### src/rtl/instr_enc_pkg.sv
// Shared opcode/funct constants and the request-op enumeration for the
// instruction encoder and control decoder.
package instr_enc_pkg;

    typedef enum logic [2:0] {
        OP_NOP  = 3'd0,
        OP_ADD  = 3'd1,
        OP_SUB  = 3'd2,
        OP_MULT = 3'd3,
        OP_ADDI = 3'd4,
        OP_MUL  = 3'd5,
        OP_RSV6 = 3'd6,
        OP_RSV7 = 3'd7
    } req_op_e;

    typedef enum logic {
        ST_IDLE  = 1'b0,
        ST_WRITE = 1'b1
    } enc_state_e;

    localparam logic [5:0] OPC_SPECIAL  = 6'b000000;
    localparam logic [5:0] OPC_ADDI     = 6'b001000;
    localparam logic [5:0] OPC_SPECIAL2 = 6'b011100;

    localparam logic [5:0] FN_ADD  = 6'b100000;
    localparam logic [5:0] FN_SUB  = 6'b100010;
    localparam logic [5:0] FN_MULT = 6'b011000;
    localparam logic [5:0] FN_MUL  = 6'b000010;

    function automatic logic [31:0] r_type(input logic [5:0] opc, input logic [4:0] rs,
                                           input logic [4:0] rt, input logic [4:0] rd,
                                           input logic [5:0] fn);
        return {opc, rs, rt, rd, 5'b00000, fn};
    endfunction

endpackage

### src/rtl/instr_enc_fields.sv
// Combinational op + register fields -> 32-bit instruction word and legal flag.
// MUL (op 5) is only legal when INSTR_ENC_MUL_EN is defined.
module instr_enc_fields (
    input  logic [2:0]  op,
    input  logic [4:0]  rs,
    input  logic [4:0]  rt,
    input  logic [4:0]  rd,
    input  logic [15:0] imm,
    output logic [31:0] word,
    output logic        legal
);
    import instr_enc_pkg::*;

    always_comb begin
        word  = '0;
        legal = 1'b1;
        case (req_op_e'(op))
            OP_NOP:  word = '0;
            OP_ADD:  word = r_type(OPC_SPECIAL, rs, rt, rd, FN_ADD);
            OP_SUB:  word = r_type(OPC_SPECIAL, rs, rt, rd, FN_SUB);
            OP_MULT: word = r_type(OPC_SPECIAL, rs, rt, 5'd0, FN_MULT);
            OP_ADDI: word = {OPC_ADDI, rs, rt, imm};
`ifdef INSTR_ENC_MUL_EN
            OP_MUL:  word = r_type(OPC_SPECIAL2, rs, rt, rd, FN_MUL);
`else
            OP_MUL:  legal = 1'b0;
`endif
            default: legal = 1'b0;
        endcase
    end

endmodule

### src/rtl/instr_encoder.sv
// Request-driven instruction encoder writing one word per accepted request
// into instruction memory; optional MUL support via INSTR_ENC_MUL_EN.
module instr_encoder #(
    parameter int ADDR_W = 6
) (
    input  logic              CLK,
    input  logic              RESET_N,
    input  logic              CLEAR,
    input  logic              REQ_VALID,
    output logic              REQ_READY,
    input  logic [2:0]        REQ_OP,
    input  logic [4:0]        REQ_RS,
    input  logic [4:0]        REQ_RT,
    input  logic [4:0]        REQ_RD,
    input  logic [15:0]       REQ_IMM,
    output logic              MEM_WE,
    output logic [ADDR_W-1:0] MEM_ADDR,
    output logic [31:0]       MEM_DATA,
    output logic              ILLEGAL,
    output logic              FULL,
    output logic [ADDR_W:0]   COUNT
);
    import instr_enc_pkg::*;

    enc_state_e  state, state_nxt;
    logic [31:0] enc_word;
    logic        enc_legal;
    logic        handshake;

    instr_enc_fields u_fields (
        .op    (REQ_OP),
        .rs    (REQ_RS),
        .rt    (REQ_RT),
        .rd    (REQ_RD),
        .imm   (REQ_IMM),
        .word  (enc_word),
        .legal (enc_legal)
    );

    // COUNT never exceeds 2^ADDR_W, so its top bit is the full flag and its
    // low bits are the write pointer.
    assign FULL      = COUNT[ADDR_W];
    assign handshake = REQ_VALID && REQ_READY;

    always_ff @(posedge CLK or negedge RESET_N) begin
        if (!RESET_N) state <= ST_IDLE;
        else          state <= state_nxt;
    end

    always_comb begin
        state_nxt = state;
        if (CLEAR) begin
            state_nxt = ST_IDLE;
        end else begin
            case (state)
                ST_IDLE:  if (handshake && enc_legal) state_nxt = ST_WRITE;
                ST_WRITE: state_nxt = ST_IDLE;
                default:  state_nxt = ST_IDLE;
            endcase
        end
    end

    always_comb begin
        REQ_READY = (state == ST_IDLE) && !FULL && !CLEAR;
        MEM_WE    = (state == ST_WRITE) && !CLEAR;
    end

    // Address/data are captured at the handshake, so they only change on
    // entry to WRITE and otherwise hold the last presented values.
    always_ff @(posedge CLK or negedge RESET_N) begin
        if (!RESET_N) begin
            MEM_ADDR <= '0;
            MEM_DATA <= '0;
            ILLEGAL  <= 1'b0;
            COUNT    <= '0;
        end else begin
            ILLEGAL <= handshake && !enc_legal;
            if (handshake && enc_legal) begin
                MEM_ADDR <= COUNT[ADDR_W-1:0];
                MEM_DATA <= enc_word;
            end
            if (CLEAR)              COUNT <= '0;
            else if (MEM_WE)        COUNT <= COUNT + (ADDR_W+1)'(1);
        end
    end

endmodule

### config.mk
export PLATFORM = sky130hd
export DESIGN_NAME = instr_encoder
export DESIGN_NICKNAME = d
export VERILOG_FILES = /design/src/rtl/instr_enc_pkg.sv /design/src/rtl/instr_enc_fields.sv /design/src/rtl/instr_encoder.sv
export SDC_FILE = /design/constraint.sdc
export NUM_CORES = 1
export LEC_CHECK = 0
export CAP_MARGIN = 20
export CORE_UTILIZATION = 29
export CTS_CLUSTER_DIAMETER = 50
export DETAILED_ROUTE_END_ITERATION = 16
export SETUP_SLACK_MARGIN = 0.3
export SYNTH_ARGS = -nofsm -noshare
export SYNTH_HDL_FRONTEND = slang
export SYNTH_SLANG_ARGS = --single-unit
### constraint.sdc
create_clock -name CLK -period 2.5 [get_ports CLK]
set_input_delay 0.375 -clock CLK [delete_from_list [all_inputs] [get_ports CLK]]
set_output_delay 0.375 -clock CLK [all_outputs]
set_load 0.005 [all_outputs]
# Word level (Yosys, flattened, before mapping)
# Cells that the tools add are included.
totals:
  reg_bits: 47
  input_bits: 38
  elab_cells: 30
op_classes:
  add_sub_neg: 1
  n_eq_ne: 4
  mux: 7
  n_bitwise: 1
  n_reduce_logical: 12
ops:
  columns: ["op", "n"]
  rows:
  - ["30-bit case mux with 4 select lines", 1]
  - ["7-bit 2-to-1 mux", 2]
  - ["7-bit by 1-bit adder with 7-bit output, second input constant", 1]
  - ["3-bit by 2-bit equality test with 1-bit output, second input constant", 2]
  - ["1-bit logical AND", 6]
  - ["5-bit OR reduction", 1]
  - ["3-bit by 1-bit equality test with 1-bit output, second input constant", 1]
  - ["3-bit equality test, second input constant", 1]
  - ["1-bit logical NOT", 3]
  - ["3-bit logical NOT", 1]
  - ["1-bit 2-to-1 mux", 3]
  - ["1-bit case mux with 2 select lines", 1]
  - ["2-bit nonzero test", 1]
  - ["1-bit NOT", 1]

# Logic depth before layout (Yosys ltp)
logic_depth:
  ltp_word: 8
  ltp_mapped: 7
  depth_no_buf: 4

# Modules after synthesis
# Synthesis repeated with hierarchy kept, for this count alone.
hier_totals:
  hier_cells: 186
  hier_area_um2: 2351.0
by_module_without_submodules:
  columns: ["mod", "n_inst", "cells_per_inst", "area_per_inst_um2", "seq_area_each_um2"]
  rows:
  - ["instr_encoder", 1, 121, 1873.0, 1176.1]
  - ["instr_enc_fields", 1, 65, 478.0, 0.0]

# Worst setup path after synthesis
# Ideal clock, no wire load.
synth_timing:
  kind: "register to register"
  startpoint: "register state"
  endpoint: "register MEM_DATA[12]"
  setup_time_ns: 0.126
  arrival_time_ns: 1.640
  required_ns: 2.374
  slack_ns: 0.734
  stages_incl_launch_ff: 7
  synth_period_minus_slack_ns: 1.766
  cell_sequence: "dfrtp_1 -> buf_6 -> or4b_4 -> buf_6 -> buf_6 -> and2_0 -> a221o_1"
synth_between:
  elab_chain_len: 5
synth_lines:
  columns: ["item", "line_no", "rtl"]
  rows:
  - ["start: declaration", "instr_encoder.sv:25", "enc_state_e state, state_nxt;"]
  - ["start signal: assignment", "instr_encoder.sv:47", "else state <= state_nxt;"]
  - ["1-bit NOT", null, null]
  - ["1-bit logical AND (2 in a row)", "instr_encoder.sv:64", "REQ_READY = (state == ST_IDLE) && !FULL && !CLEAR;"]
  - ["1-bit logical AND", "instr_encoder.sv:43", "assign handshake = REQ_VALID && REQ_READY;"]
  - ["1-bit logical AND", "instr_encoder.sv:78", "if (handshake && enc_legal) begin"]
  - ["end signal: assignment", "instr_encoder.sv:80", "MEM_DATA <= enc_word;"]
  - ["end: declaration", "instr_encoder.sv:18", "output logic [31:0] MEM_DATA,"]
# No other way between the ends.
# A chain may end at the register's enable or synchronous reset.

# Worst setup path in the final report
layout_timing:
  startpoint: "input port CLEAR"
  endpoint: "output port REQ_READY"
layout_between:
  elab_chain_len: 2
layout_lines:
  columns: ["item", "line_no", "rtl"]
  rows:
  - ["start: declaration", "instr_encoder.sv:8", "input logic CLEAR,"]
  - ["1-bit logical NOT", "instr_encoder.sv:64", null]
  - ["1-bit logical AND", "instr_encoder.sv:64", null]
  - ["end: declaration", "instr_encoder.sv:10", "output logic REQ_READY,"]
# No other way between the ends.

==> impl_metrics.yaml <==
critical_path:
  cp_data_arrival_time_ns: 1.69
  max_stage_delay_ns: 0.53
  worstReg2RegStart: "state"
  cpMaxStageDelayCell: "clkdlybuf4s50_1"
  rrSetupSlack_ns: 0.47
  cp-start-kind: "primary input"
  r2r_end: "MEM_DATA[22]"
  cp_max_fo: 10
  crit_type: "primary input to output port"
  crit_chain: "clkdlybuf4s50_1 > buf_4 > nor3_1 > clkdlybuf4s50_1"
  worstSetupEndpointType: "output port"
  critPathTopFamily: "buffers and inverters"
  crit_top_cell: "clkdlybuf4s50_1"
  critPathBufInv: 3
  cp.required_ns: 2.12
  reg2reg_depth: 3
die:
  die_height_um: 90.8
  start_util_pct: 29.7
  io_pins: 87
  dieArea_mm2: 0.00824
  die_w_um: 90.8
  rows: 32
  core-area_mm2: 0.00769
sta:
  max_freq_mhz: 483
  whs_ns: -0.0120
  finalSetupViolCount: 0
  finalCritPeriodShare_pct: 82.8
  worst_pin_slew_ns: 0.542
  slew_headroom_pct: 63.9
  hold_viol: 16
  fin_skew_ns: 0.00860
  finalSetupTns_ns: 0
  rsz0062_at_grt: "no"
  period_needed_ns: 2.07
  worst_slack_ns: 0.430
  drv_slew: 0
finish:
  num_antenna_cells: 0
  fin_nets: 338
  fin_util_pct: 42.0
  final_cells: 402
  postLayoutCellArea_mm2: 0.00323
  area_growth_pct: 41.2
  drive_gt1_share_pct: 10.3
synth:
  synth_largest_area_cell: "dfrtp_1"
  yosysMostFrequentCell: "dfrtp_1"
  synth_top_family_by_area: "compound AO/OA/AOI/OAI gates"
  synth_fa_ha_area_share_pct: 0.547
  ys_seq_elements: 42
  yosys-top-cells-count: "dfrtp_1, nand2_1, nand3_1"
  netlist.area_leader.share_pct: 46.0
  synth-seq-area-share_pct: 46.0
  synth.area.mux_share_pct: 3.39
  synthDistinctLibCells: 45
  synth-simple-area-share_pct: 18.7
  synthXorXnorAreaFrac_pct: 1.92
  synth-compound-area-share_pct: 21.1
  netlist_top_cells_area: "dfrtp_1, a221o_1, o211ai_1, nand2_1, nand3_1"
  ys.flop_type: "dfrtp_1"
  synth_cells: 225
  synth_edf_count: 0
  yosys_warnings: 0
  synthArstFlopShare_pct: 100
  syn_area_per_cell_um2: 10.2
  syn-cell-area_mm2: 0.00229
clocking:
  numCtsBuffers: 5
  cts_resized: 0
  cts_root_buffer: "clkbuf_8"
  clk-insertion-delay-late_ns: 0.30
  hold_buffers: 0
  cts_max_level: 2
  clkSinkCount: 42
  cts_setup_buffers: 0
  cts_buffer_depth: 2
  path_clk_slew_ns: 0.08
  cts_tree: "built"
detailed_routing:
  drcViolationCount: 0
  viasPerCell: 5.11
  wl_per_cell_um: 15.4
  ant_nets: 0
  drt_first_iter_violations: 108
  dr_total_vias: 2055
  wirelength_mm: 6.18
  dr.pass1.iters: 4
placement:
  port_buffers: 81
  place_hpwl_mm: 4.35
  place_area_mm2: 0.00313
  dp_slack_ns: 0.163
  placedCellCount: 394
  gp_congestion: 0.738
power:
  powerDensity_mw_per_mm2: 624
  ir_worst_vdd_uv: 270
  p_leak_nw: 1.29
global_route:
  antenna_found_initial: 0
  grt_max_degree: 36
  grt_pass1_vias: 2052
  grt-ovfl-total: 0
  grt.total_usage_pct: 16.0
  grt_pass1_wl_mm: 10.4
status:
  violations: "negative hold slack"
  status: "complete, but fails checks"
hold_path:
  hp-class: "primary input to async pin"
run:
  maxCapViolCount: 0
[cell families after synthesis]
logic type               count (synthesis)
AO/OA/AOI/OAI                           60
XOR/XNOR                                 5
adder cells (fa/ha/maj)                  1
buffers and inverters                   33
flip-flops                              42
multiplexers                             7
other                                    1
AND/OR/NAND/NOR                         76
[worst max-delay path by stage]
stage,to,slack (ns),startpoint,cells past startpoint
3_3_place_gp,MEM_DATA[19],0.21,CLEAR,4
3_5_place_dp,MEM_DATA[25],0.16,CLEAR,4
2_1_floorplan,MEM_DATA[12],0.73,state,6
5_1_grt,REQ_READY,0.30,CLEAR,4
4_1_cts,MEM_DATA[16],0.42,state,3
6_report,REQ_READY,0.43,CLEAR,4
[placed cells by master, fill, tap and decap left out, types with 4 or more instances in the layout]
cell type and count:
mux2_1 6, clkbuf_8 6, nand3_1 15, inv_1 4, dfrtp_1 42, a221o_1 14
o31ai_1 10, nor2_1 7, nand2_1 22, a21oi_1 5, buf_4 9, conb_1 5
nor3_1 4, o21ai_0 4, nand4_1 12, clkdlybuf4s50_1 79, o211ai_1 12
[metal layers]
| layer | part of all wire (%) | track usage (%) | routed length (um) | vias to the layer above |
|---|---|---|---|---|
| met2 | 44 | 23.6 | 2750 | 80 |
| met3 | 6.7 | 3.96 | 412 | 10 |
| met5 | 0 | 0 | 0 | - |
| met1 | 47 | 22.4 | 2890 | 981 |
| met4 | 2.2 | 6.61 | 136 | 0 |
| li1 | - | - | - | 984 |
[power by group]
part / total (W) / internal (W) / switching (W)
Clock: 0.000466 / 0.000222 / 0.000244
Combinational: 0.000635 / 0.000400 / 0.000235
Sequential: 0.000911 / 0.000805 / 0.000106
Total: 0.00201 / 0.00143 / 0.000585
[layout make-up]
| class | count | area, um2 |
|---|---|---|
| Clock inverter | 2 | 12.5 |
| Timing Repair Buffer | 90 | 868 |
| Tap cell | 102 | 128 |
| Inverter | 6 | 22.5 |
| Fill cell | 769 | 4460 |
| Clock buffer | 6 | 82.6 |
| Multi-Input combinational cell | 154 | 1060 |
| Sequential cell | 42 | 1050 |
[stage by stage]
step / power, W / hold WS, ns
floorplan: 0.00118 / 0.0794
global placement: 0.00155 / 0.320
detailed placement: 0.00156 / 0.328
CTS: 0.00203 / 0.000359
global route: 0.00214 / 0.0120
finish: 0.00201 / -0.0120
[registers in the layout, indices dropped and copies added (netlist names)]
register,cells
COUNT,7
state,1
MEM_ADDR,6
MEM_DATA,27
ILLEGAL,1
Note: power is estimated with default switching activity, not from simulation.
